**src/rtl/mic1_mem_pkg.sv**
```systemverilog
// Shared types for the Mic-1 main_memory arbiter.
// Both requesters and the sequencer import from here.
package mic1_mem_pkg;

  localparam int MEM_ADDR_W = 9;
  localparam int MEM_DATA_W = 32;

  typedef enum logic [1:0] {
    IDLE,
    ISSUE,
    CAPTURE
  } ctrl_state_t;

  typedef enum logic {
    GNT_WORD,
    GNT_FETCH
  } grant_t;

  typedef enum logic {
    OP_RD,
    OP_WR
  } op_t;

endpackage

```
**src/rtl/mem_arbiter_rr.sv**
```systemverilog
// Two-way round-robin arbiter: bit 0 = word port, bit 1 = fetch.
// After reset the fetch side counts as last served, so word wins the first tie.
module rr_arbiter2
  import mic1_mem_pkg::*;
(
  input  logic       clk,
  input  logic       rst,
  input  logic [1:0] req,
  input  logic       update,
  output logic [1:0] grant
);

  grant_t last;

  always_comb begin
    grant = req;
    if (&req) begin
      grant = (last == GNT_FETCH) ? 2'b01 : 2'b10;
    end
  end

  always_ff @(posedge clk or posedge rst) begin
    if (rst) begin
      last <= GNT_FETCH;
    end else if (update && |grant) begin
      last <= grant[1] ? GNT_FETCH : GNT_WORD;
    end
  end

endmodule

```
**src/rtl/mem_arbiter.sv**
```systemverilog
// Sequences single-port main_memory for the Mic-1 word (MAR/MDR)
// and instruction-fetch (PC/MBR) ports, one transaction in flight.
module mem_arbiter
  import mic1_mem_pkg::*;
#(
  parameter int ADDR_W = MEM_ADDR_W,
  parameter int DATA_W = MEM_DATA_W
) (
  input  logic              clk,
  input  logic              rst,
  input  logic              word_rd,
  input  logic              word_wr,
  input  logic [ADDR_W-1:0] word_addr,
  input  logic [DATA_W-1:0] word_wdata,
  output logic              word_ack,
  output logic              word_rvalid,
  output logic [DATA_W-1:0] word_rdata,
  output logic              word_wdone,
  input  logic              fetch_req,
  input  logic [ADDR_W+1:0] fetch_addr,
  output logic              fetch_ack,
  output logic              fetch_rvalid,
  output logic [7:0]        fetch_byte,
  output logic              mem_wen,
  output logic              mem_ren,
  output logic [ADDR_W-1:0] mem_waddr,
  output logic [ADDR_W-1:0] mem_raddr,
  output logic [DATA_W-1:0] mem_wdata,
  input  logic [DATA_W-1:0] mem_rdata,
  output logic              proto_err
);

  ctrl_state_t state;
  op_t         op;
  grant_t      owner;
  logic [1:0]  lane;
  logic [1:0]  req;
  logic [1:0]  grant;
  logic        take;
  logic [7:0]  lane_byte;

  assign req  = {fetch_req, word_rd | word_wr};
  assign take = (state == IDLE) && !rst && (|req);

  rr_arbiter2 u_rr (
    .clk    (clk),
    .rst    (rst),
    .req    (req),
    .update (take),
    .grant  (grant)
  );

  // Acks are combinational so a grant lands in the IDLE cycle itself.
  assign word_ack  = take & grant[0];
  assign fetch_ack = take & grant[1];

  // Big-endian lane: byte offset 0 is the most significant byte.
  always_comb begin
    lane_byte = mem_rdata[DATA_W-1 -: 8];
    unique case (lane)
      2'd0: lane_byte = mem_rdata[DATA_W-1  -: 8];
      2'd1: lane_byte = mem_rdata[DATA_W-9  -: 8];
      2'd2: lane_byte = mem_rdata[DATA_W-17 -: 8];
      2'd3: lane_byte = mem_rdata[DATA_W-25 -: 8];
    endcase
  end

  always_ff @(posedge clk or posedge rst) begin
    if (rst) begin
      state        <= IDLE;
      op           <= OP_RD;
      owner        <= GNT_WORD;
      lane         <= '0;
      mem_wen      <= 1'b0;
      mem_ren      <= 1'b0;
      mem_waddr    <= '0;
      mem_raddr    <= '0;
      mem_wdata    <= '0;
      word_wdone   <= 1'b0;
      word_rvalid  <= 1'b0;
      word_rdata   <= '0;
      fetch_rvalid <= 1'b0;
      fetch_byte   <= '0;
      proto_err    <= 1'b0;
    end else begin
      mem_wen      <= 1'b0;
      mem_ren      <= 1'b0;
      word_wdone   <= 1'b0;
      word_rvalid  <= 1'b0;
      fetch_rvalid <= 1'b0;
      if (word_rd && word_wr) begin
        proto_err <= 1'b1;
      end
      unique case (state)
        IDLE: begin
          if (word_ack) begin
            owner <= GNT_WORD;
            state <= ISSUE;
            // A simultaneous read is dropped in favour of the write.
            if (word_wr) begin
              op         <= OP_WR;
              mem_wen    <= 1'b1;
              mem_waddr  <= word_addr;
              mem_wdata  <= word_wdata;
              word_wdone <= 1'b1;
            end else begin
              op        <= OP_RD;
              mem_ren   <= 1'b1;
              mem_raddr <= word_addr;
            end
          end else if (fetch_ack) begin
            owner     <= GNT_FETCH;
            op        <= OP_RD;
            state     <= ISSUE;
            mem_ren   <= 1'b1;
            mem_raddr <= fetch_addr[ADDR_W+1:2];
            lane      <= fetch_addr[1:0];
          end
        end
        ISSUE: begin
          state <= (op == OP_WR) ? IDLE : CAPTURE;
        end
        CAPTURE: begin
          state <= IDLE;
          if (owner == GNT_WORD) begin
            word_rdata  <= mem_rdata;
            word_rvalid <= 1'b1;
          end else begin
            fetch_byte   <= lane_byte;
            fetch_rvalid <= 1'b1;
          end
        end
        default: state <= IDLE;
      endcase
    end
  end

endmodule
```
**config.mk**
```make
export PLATFORM = sky130hd
export DESIGN_NAME = mem_arbiter
export DESIGN_NICKNAME = d
export VERILOG_FILES = /design/src/rtl/mic1_mem_pkg.sv /design/src/rtl/mem_arbiter_rr.sv /design/src/rtl/mem_arbiter.sv
export SDC_FILE = /design/constraint.sdc
export NUM_CORES = 1
export LEC_CHECK = 0
export CAP_MARGIN = 0
export CORE_MARGIN = 10
export CORE_UTILIZATION = 42
export DETAILED_ROUTE_END_ITERATION = 8
export GPL_TIMING_DRIVEN = 0
export PLACE_DENSITY = 0.88
export SLEW_MARGIN = 20
export SYNTH_ARGS = -nofsm -noshare
export SYNTH_HDL_FRONTEND = slang
export SYNTH_HIERARCHICAL = 1
export SYNTH_SLANG_ARGS = --single-unit
export TNS_END_PERCENT = 10
```
**constraint.sdc**
```tcl
create_clock -name clk -period 4.3 [get_ports clk]
set_input_delay 0.86 -clock clk [delete_from_list [all_inputs] [get_ports clk]]
set_output_delay 0.86 -clock clk [all_outputs]
set_load 0.03 [all_outputs]
```
==> results of run 1 <==
[layout make-up]
cell class                      instances  share of cell area [%]
Timing Repair Buffer                  187                    29.5
Clock inverter                          3                   0.663
Clock buffer                           13                    2.48
Sequential cell                       102                    39.8
Inverter                                6                   0.429
Buffer                                 10                   0.917
Multi-Input combinational cell        135                    23.6
Tap cell                              133                    2.60
[metal layers]
metal  share of wire [%]  routed length [µm]  up-vias
met5                   0                   0        -
met4                 1.3                 148        0
met3                 6.7                 778       13
met2                  54                6220      102
met1                  39                4480     1476
li1                    -                   -     1306
[power by group]
part | switching, mW | internal [mW] | leakage (nW)
clock | 0.315 | 0.301 | 0.0996
sequential | 0.243 | 1.43 | 1.22
combinational | 1.45 | 1.30 | 1.34
[path summary, 6_finish.rpt]
kind,end,slack (ps),cells after the start
worst max register to register,mem_wdata[9],2090,6
worst min-delay path,state[1],440,1
worst max-delay path,word_ack,210,6
worst min register to register,state[1],440,1
min in group asynchronous,u_rr/last,1010,2
max in group asynchronous,word_rdata[6],2660,3
[critical path, stage by stage]
cell	delay, ps
clkdlybuf4s50_1	560
or2_2	180
a21boi_1	370
clkbuf_2	350
and3_1	200
clkdlybuf4s50_1	700
[metrics by stage]
stage                     TNS [ps]  utilization (%)
final                            0             66.2
after global routing             0             66.2
after detailed placement     -8.86             64.1
after floorplan                  0                -
after CTS                        0             66.2
after global placement      -75410             63.8
[cell usage in the layout (no fill, tap or decap), types with 2 or more instances in the layout]
master,count
nand2b_1,2
a21o_1,3
clkdlybuf4s50_1,186
dfrtp_1,101
clkbuf_8,11
inv_1,4
or2_2,2
mux2_2,100
and3_1,2
mux4_2,8
nor2_1,2
clkbuf_1,3
buf_2,4
buf_4,4
[sequential cells by signal, indices dropped and copies added, names as in the netlist]
signal	flops
fetch_byte	8
fetch_rvalid	1
lane	2
mem_raddr	9
mem_ren	1
mem_waddr	9
mem_wdata	32
mem_wen	1
op	1
owner	1
proto_err	1
state	2
u_rr/last	1
word_rdata	32
word_rvalid	1
[timing repair]
item / CTS / global route
setup endpoints to repair: 1 / 0
hold buffers: 0 / 0
gates resized for setup: 1 / 0
[logic make-up (layout without fill, tap and decap cells)]
logic type / after synthesis / count (layout)
AO/OA/AOI/OAI: 8 / 8
multiplexers: 109 / 109
AND/OR/NAND/NOR: 18 / 18
buffers and inverters: 16 / 219
flip-flops: 102 / 102
==> qor.csv, run 1 <==
metric;value;unit
synth_cell_types;30;
ys_async_sr_fraction;100;%
use_met1;18.0;%
routedWlPerCell;19.7;µm
fin_nets;540;
ir_drop;377;µV
clk_pin_slew_worst_paths;90;ps
holdCritStartpoint;op;
r2r_start;u_rr/last;
synth_top_flop_cell;dfrtp_1;
syn-num-nets;342;
io_buffers;186;
cts.path.max_buffers;2;
core;9680;µm²
start_kind;primary input;
slew_headroom;55.3;%
drive_gt1_share;31.1;%
fp.dieArea;14300;µm²
tightest_slew;661;ps
fin_crit_sh;95.0;%
worst-path-max-fanout;10;
ant_nets;0;
ys_ff_latch;102;
grt_remaining_overflow;0;
layout_setup_ws;215;ps
total_power;5.03;mW
use_met2;29.5;%
drt_iter0_markers;128;
fillers;692;
use_met3;5.15;%
multiInputGateArea;1520;µm²
yosys.area_share.simple;3.11;%
min-delay-path-class;flip-flop to flip-flop;
pin_count;187;
syn-instance-count;253;
cap_violations;0;
cts.sinks;102;
synth-compound-area-share;1.66;%
synth_most_common_cell;dfrtp_1;
synth_top_area_cell;dfrtp_1;
cts_buffers;9;
clock_latency;350;ps
grt_pass1_vias;3292;
synth_warnings;6;
synth.area.top_cells;dfrtp_1 61%, mux2_2 27%, mux4_2 4.3%, buf_4 0.72%, dfstp_2 0.63%;
synth-seq-area-share;61.6;%
synth-xor-area-share;0;%
hold_viol_final;0;
synth_common_cells;101 x dfrtp_1, 100 x mux2_2, 8 x mux4_2, 5 x inv_1;
vias;2897;
drv_slew;0;
end_kind;primary output;
fin_cells;589;
wl;11.6;mm
synth_edf_count;0;
num_antenna_cells;0;
cts_tree;yes;
crit_type;primary input to primary output;
start_util;42.8;%
firstDrtPassIters;4;
setup_violations;0;
root_buffer;clkbuf_8;
leakagePower;2.66;nW
final_cell_area;6410;µm²
final-seq-area;2550;µm²
critPathArrivalTime;3230;ps
rows;36;
hpwl;9.21;mm
syn_to_final_growth;54.6;%
synth_top_family_by_area;multiplexers;
grt_pass1_wl;18.4;mm
rsz0062_at_grt;no;
busiest_layer;met2;
h-tree-depth;3;
syn-cell-area;4150;µm²
finalCriticalPeriod;4090;ps
track_usage;16.4;%
crit_start;word_wr;
required;3440;ps
post_cts_buffers;0;
outcome;completed;
synth_area_per_cell;16.4;µm²
netlist.area_leader.share;60.9;%
muxShareOfSynthArea;31.8;%
pre_cts_ws;-8.86;ps
die_h;119;µm
dp.cells;573;
finClkSkew;3.68;ps
synthAdderAreaFrac;0;%
viasPerCell;4.92;
grt_max_degree;59;
whs;438;ps
die_width;119;µm
drc;0;
fmax;245;MHz
gp_congestion;0.797;
antenna_found_initial;0;
place_area;6210;µm²
powerDensity;785;nW/µm²
Note: power is estimated with default switching activity, not from simulation.
==> run 2: changes to the inputs <==
--- a/config.mk
+++ b/config.mk
@@ -11,6 +11,7 @@
 export DETAILED_ROUTE_END_ITERATION = 8
 export GPL_TIMING_DRIVEN = 0
 export PLACE_DENSITY = 0.88
+export SKIP_CTS_REPAIR_TIMING = 1
 export SLEW_MARGIN = 20
 export SYNTH_ARGS = -nofsm -noshare
 export SYNTH_HDL_FRONTEND = slang
==> run 2 against run 1 <==
Against the previous run: die area is the same; core utilization is the same; cell area is the same; clock-buffer cell count is the same; critical path type unchanged.
==> qor.csv, run 2 (same netlist as run 1, synthesis figures left out) <==
metric;value;unit
dp.cells;573;
firstDrtPassIters;4;
start_util;42.8;%
grt_pass1_vias;3289;
max_stage_delay;690;ps
path_cells;clkdlybuf4s50_1, or2_2, a21boi_1, clkbuf_2, and3_1, clkdlybuf4s50_1;
drv_slew;0;
finClkSkew;4.42;ps
num_antenna_cells;0;
power_frac_seq;33.2;%
gp_congestion;0.797;
min-delay-path-class;flip-flop to flip-flop;
reg.largest.list;mem_wdata (32), word_rdata (32);
fin_cells;589;
powerDensity;785;nW/µm²
holdCritStartpoint;op;
path_delay_family;buffers and inverters;
leakagePower;2.66;nW
setup_violations;0;
fp.dieArea;14300;µm²
rr_worst_depth;6;
final_cell_area;6410;µm²
viasPerCell;4.90;
layout_setup_ws;212;ps
cts.path.max_buffers;2;
clk_pin_slew_worst_paths;90;ps
crit_type;primary input to primary output;
die_width;119;µm
pin_count;187;
worstHoldEndpoint;state[1];
power_switching;2.00;mW
drive_gt1_share;31.1;%
rrSetupSlack;2080;ps
fin_crit_sh;95.1;%
rsz0062_at_grt;no;
outcome;completed;
place_area;6210;µm²
combPwrFrac;54.6;%
drc;0;
critPathArrivalTime;3230;ps
swShare;39.8;%
ant_nets;0;
worst-path-max-fanout;10;
h-tree-depth;3;
grt_max_degree;59;
finalCriticalPeriod;4090;ps
min_path_cells;1;
antenna_found_initial;0;
final.setup.tns;0;ps
grt_remaining_overflow;0;
pre_cts_ws;-8.86;ps
clock_latency;350;ps
start_kind;primary input;
syn_to_final_growth;54.6;%
wl;11.6;mm
tightest_slew;661;ps
crit_buf_inv;3;
vias;2887;
required;3440;ps
grt_pass1_wl;18.4;mm
routedWlPerCell;19.7;µm
track_usage;16.4;%
io_buffers;186;
final_cell_mix;186 x clkdlybuf4s50_1, 101 x dfrtp_1, 100 x mux2_2, 11 x clkbuf_8, 8 x mux4_2;
die_h;119;µm
end_kind;primary output;
hpwl;9.21;mm
r2r_end;mem_wdata[9];
r2r_start;u_rr/last;
root_buffer;clkbuf_8;
cap_violations;0;
fin_nets;540;
cts_buffers;9;
ir_drop;377;µV
hold_viol_final;0;
slowest_stage;clkdlybuf4s50_1;
path_common_cell;clkdlybuf4s50_1;
mostFrequentLayoutCell;clkdlybuf4s50_1;
cts.sinks;102;
fmax;245;MHz
slew_headroom;55.3;%
fin_util;66.2;%
drt_iter0_markers;115;
clkPwrFrac;12.2;%
cts_tree;yes;
rows;36;
p_int;3.03;mW
core;9680;µm²
==> run 2: cell counts in the layout (fill, tap and decap cells not counted) <==
Identical to the previous run, type by type.
==> run 2: final cells by class <==
type                    instances  area, µm²
repair buffers                187       1890
well taps                     133        166
flip-flops and latches        102       2550
inverters                       6       27.5
clock buffers                  13        159
fillers                       692       3270
multi-input cells             135       1520
clock inverters                 3       42.5
plain buffers                  10       58.8
==> run 2: through the flow <==
stage / power, mW / hold slack, ps
after floorplan: 3.24 / 408
after CTS: 5.11 / 438
final: 5.03 / 437
after detailed placement: 4.49 / 426
after global routing: 5.31 / 481
after global placement: 4.39 / 417
==> run 2: worst max path at each step <==
stage | startpoint | slack (ps) | depth (start not counted) | end
final | word_wr | 210 | 6 | word_ack
after floorplan | rst | 790 | 1 | fetch_byte[0]
after detailed placement | word_wr | -9 | 6 | word_ack
after global routing | word_wr | 70 | 6 | word_ack
after CTS | word_wr | -5 | 6 | word_ack
after global placement | rst | -750 | 2 | word_rdata[9]
==> run 2: power by group through the flow <==
| stage | logic (mW) | registers, mW | clock network [mW] |
|---|---|---|---|
| after floorplan | 0.698 | 2.55 | 0 |
| after global placement | 2.74 | 1.65 | 0 |
| after detailed placement | 2.79 | 1.69 | 0 |
| after CTS | 2.80 | 1.67 | 0.634 |
| after global routing | 2.89 | 1.73 | 0.682 |
| final | 2.75 | 1.67 | 0.615 |
==> run 2: per-layer routing <==
layer / up-vias / GRT usage, % / part of all wire [%]
met2: 102 / 29.4 / 54
met5: - / 0 / 0
met3: 13 / 5.15 / 6.7
met1: 1467 / 18.1 / 38
met4: 0 / 5.28 / 1.3
li1: 1305 / - / -
==> run 2: worst register-to-register path: cells and delay by family (launching register included) <==
family | cells | cell delay [ps]
compound gates | 1 | 330
mux | 1 | 360
flops | 1 | 570
simple gates | 1 | 330
buf+inv | 3 | 540
==> run 3: changes to the inputs <==
==> constraint.sdc (replaced) <==
create_clock -name clk -period 4.7 [get_ports clk]
set_input_delay 1.175 -clock clk [delete_from_list [all_inputs] [get_ports clk]]
set_output_delay 1.175 -clock clk [all_outputs]
set_load 0.03 [all_outputs]
==> run 3 against run 2 <==
Against the previous run: wire length increased by 0.39%; register-to-register slack better by 530 ps; sequential power is 8% lower; final cell count unchanged; first-iteration DRC count up 13%; sequential cell count did not move; highest routed layer unchanged; non-clock buffer count stayed put.
==> qor.csv, run 3 (same netlist as run 1, synthesis figures left out) <==
metric;value;unit
tightest_slew;656;ps
rows;36;
clk_pin_slew_worst_paths;90;ps
finClkSkew;3.65;ps
io_buffers;186;
rsz0062_at_grt;no;
grt_pass1_wl;18.4;mm
outcome;completed;
busiest_layer;met2;
setup_violations;0;
start_util;42.8;%
hold_viol_final;0;
path_cells;clkdlybuf4s50_1, or2_2, a21boi_2, buf_2, and3_1, clkdlybuf4s50_1;
ir_drop;345;µV
syn_to_final_growth;54.6;%
powerDensity;718;nW/µm²
fin_crit_sh;96.9;%
vias;2877;
pre_cts_ws;-239;ps
multiInputGateArea;1520;µm²
fmax;220;MHz
critPathArrivalTime;3380;ps
routedWlPerCell;19.8;µm
max_stage_delay;690;ps
cts.path.max_buffers;2;
root_buffer;clkbuf_8;
cap_violations;0;
use_met2;29.4;%
grt_max_degree;59;
mostFrequentLayoutCell;clkdlybuf4s50_1;
path_delay_family;buffers and inverters;
antenna_found_initial;0;
firstDrtPassIters;4;
cts.sinks;102;
crit_type;primary input to primary output;
path_common_cell;clkdlybuf4s50_1;
fillers;690;
start_kind;primary input;
wl;11.7;mm
slew_headroom;55.7;%
die_h;119;µm
end_kind;primary output;
reg.largest.list;mem_wdata (32), word_rdata (32);
die_width;119;µm
core;9680;µm²
fin_nets;540;
cts_buffers;9;
final_cell_mix;186 x clkdlybuf4s50_1, 101 x dfrtp_1, 100 x mux2_2, 11 x clkbuf_8, 8 x mux4_2;
num_antenna_cells;0;
track_usage;16.4;%
final-seq-area;2550;µm²
drive_gt1_share;31.4;%
viasPerCell;4.88;
hpwl;9.21;mm
required;3520;ps
finalCriticalPeriod;4550;ps
crit_buf_inv;3;
h-tree-depth;3;
leakagePower;2.66;nW
slowest_stage;clkdlybuf4s50_1;
use_met1;18.1;%
use_met3;5.15;%
grt_pass1_vias;3289;
clock_latency;350;ps
ant_nets;0;
drc;0;
total_power;4.61;mW
layout_setup_ws;147;ps
grt_remaining_overflow;0;
drt_iter0_markers;130;
fp.dieArea;14300;µm²
min-delay-path-class;flip-flop to flip-flop;
cts_tree;yes;
worst-path-max-fanout;10;
gp_congestion;0.797;
pin_count;187;
drv_slew;0;
## run 3: power by group
| part | leakage [nW] | switching, mW | internal, mW | total [mW] |
|---|---|---|---|---|
| clock network | 0.0996 | 0.287 | 0.276 | 0.563 |
| registers | 1.22 | 0.222 | 1.31 | 1.53 |
| logic | 1.34 | 1.33 | 1.19 | 2.52 |
| total | 2.66 | 1.84 | 2.77 | 4.61 |
## run 3: metrics by stage
step	util [%]	hold WS (ps)	setup TNS, ps	std cells	area (µm²)
2_1_floorplan	-	408	0	253	4150
3_3_place_gp	63.8	417	-67000	572	6180
3_5_place_dp	64.1	426	-239	573	6210
4_1_cts	66.2	438	-235	589	6410
5_1_grt	66.3	481	0	589	6420
6_report	66.3	437	0	589	6420
## run 3: worst paths after layout
path | start | end | slack (ps) | depth (start not counted)
min | op | state[1] | 440 | 1
min in group asynchronous | rst | u_rr/last | 1320 | 2
max reg2reg | u_rr/last | mem_wdata[9] | 2610 | 6
min reg2reg | op | state[1] | 440 | 1
max | word_wr | word_ack | 150 | 6
max in group asynchronous | rst | word_rdata[6] | 2750 | 3
## run 3: per-layer routing
layer	wire [µm]	vias to the layer above
li1	-	1303
met1	4470	1465
met2	6280	97
met3	763	12
met4	139	0
met5	0	-
## run 3: cell type report
| type | count | share of cell area, % |
|---|---|---|
| Clock buffer | 13 | 2.48 |
| Clock inverter | 3 | 0.663 |
| Tap cell | 133 | 2.59 |
| Inverter | 6 | 0.429 |
| Sequential cell | 102 | 39.8 |
| Buffer | 10 | 0.917 |
| Multi-Input combinational cell | 135 | 23.7 |
| Timing Repair Buffer | 187 | 29.4 |
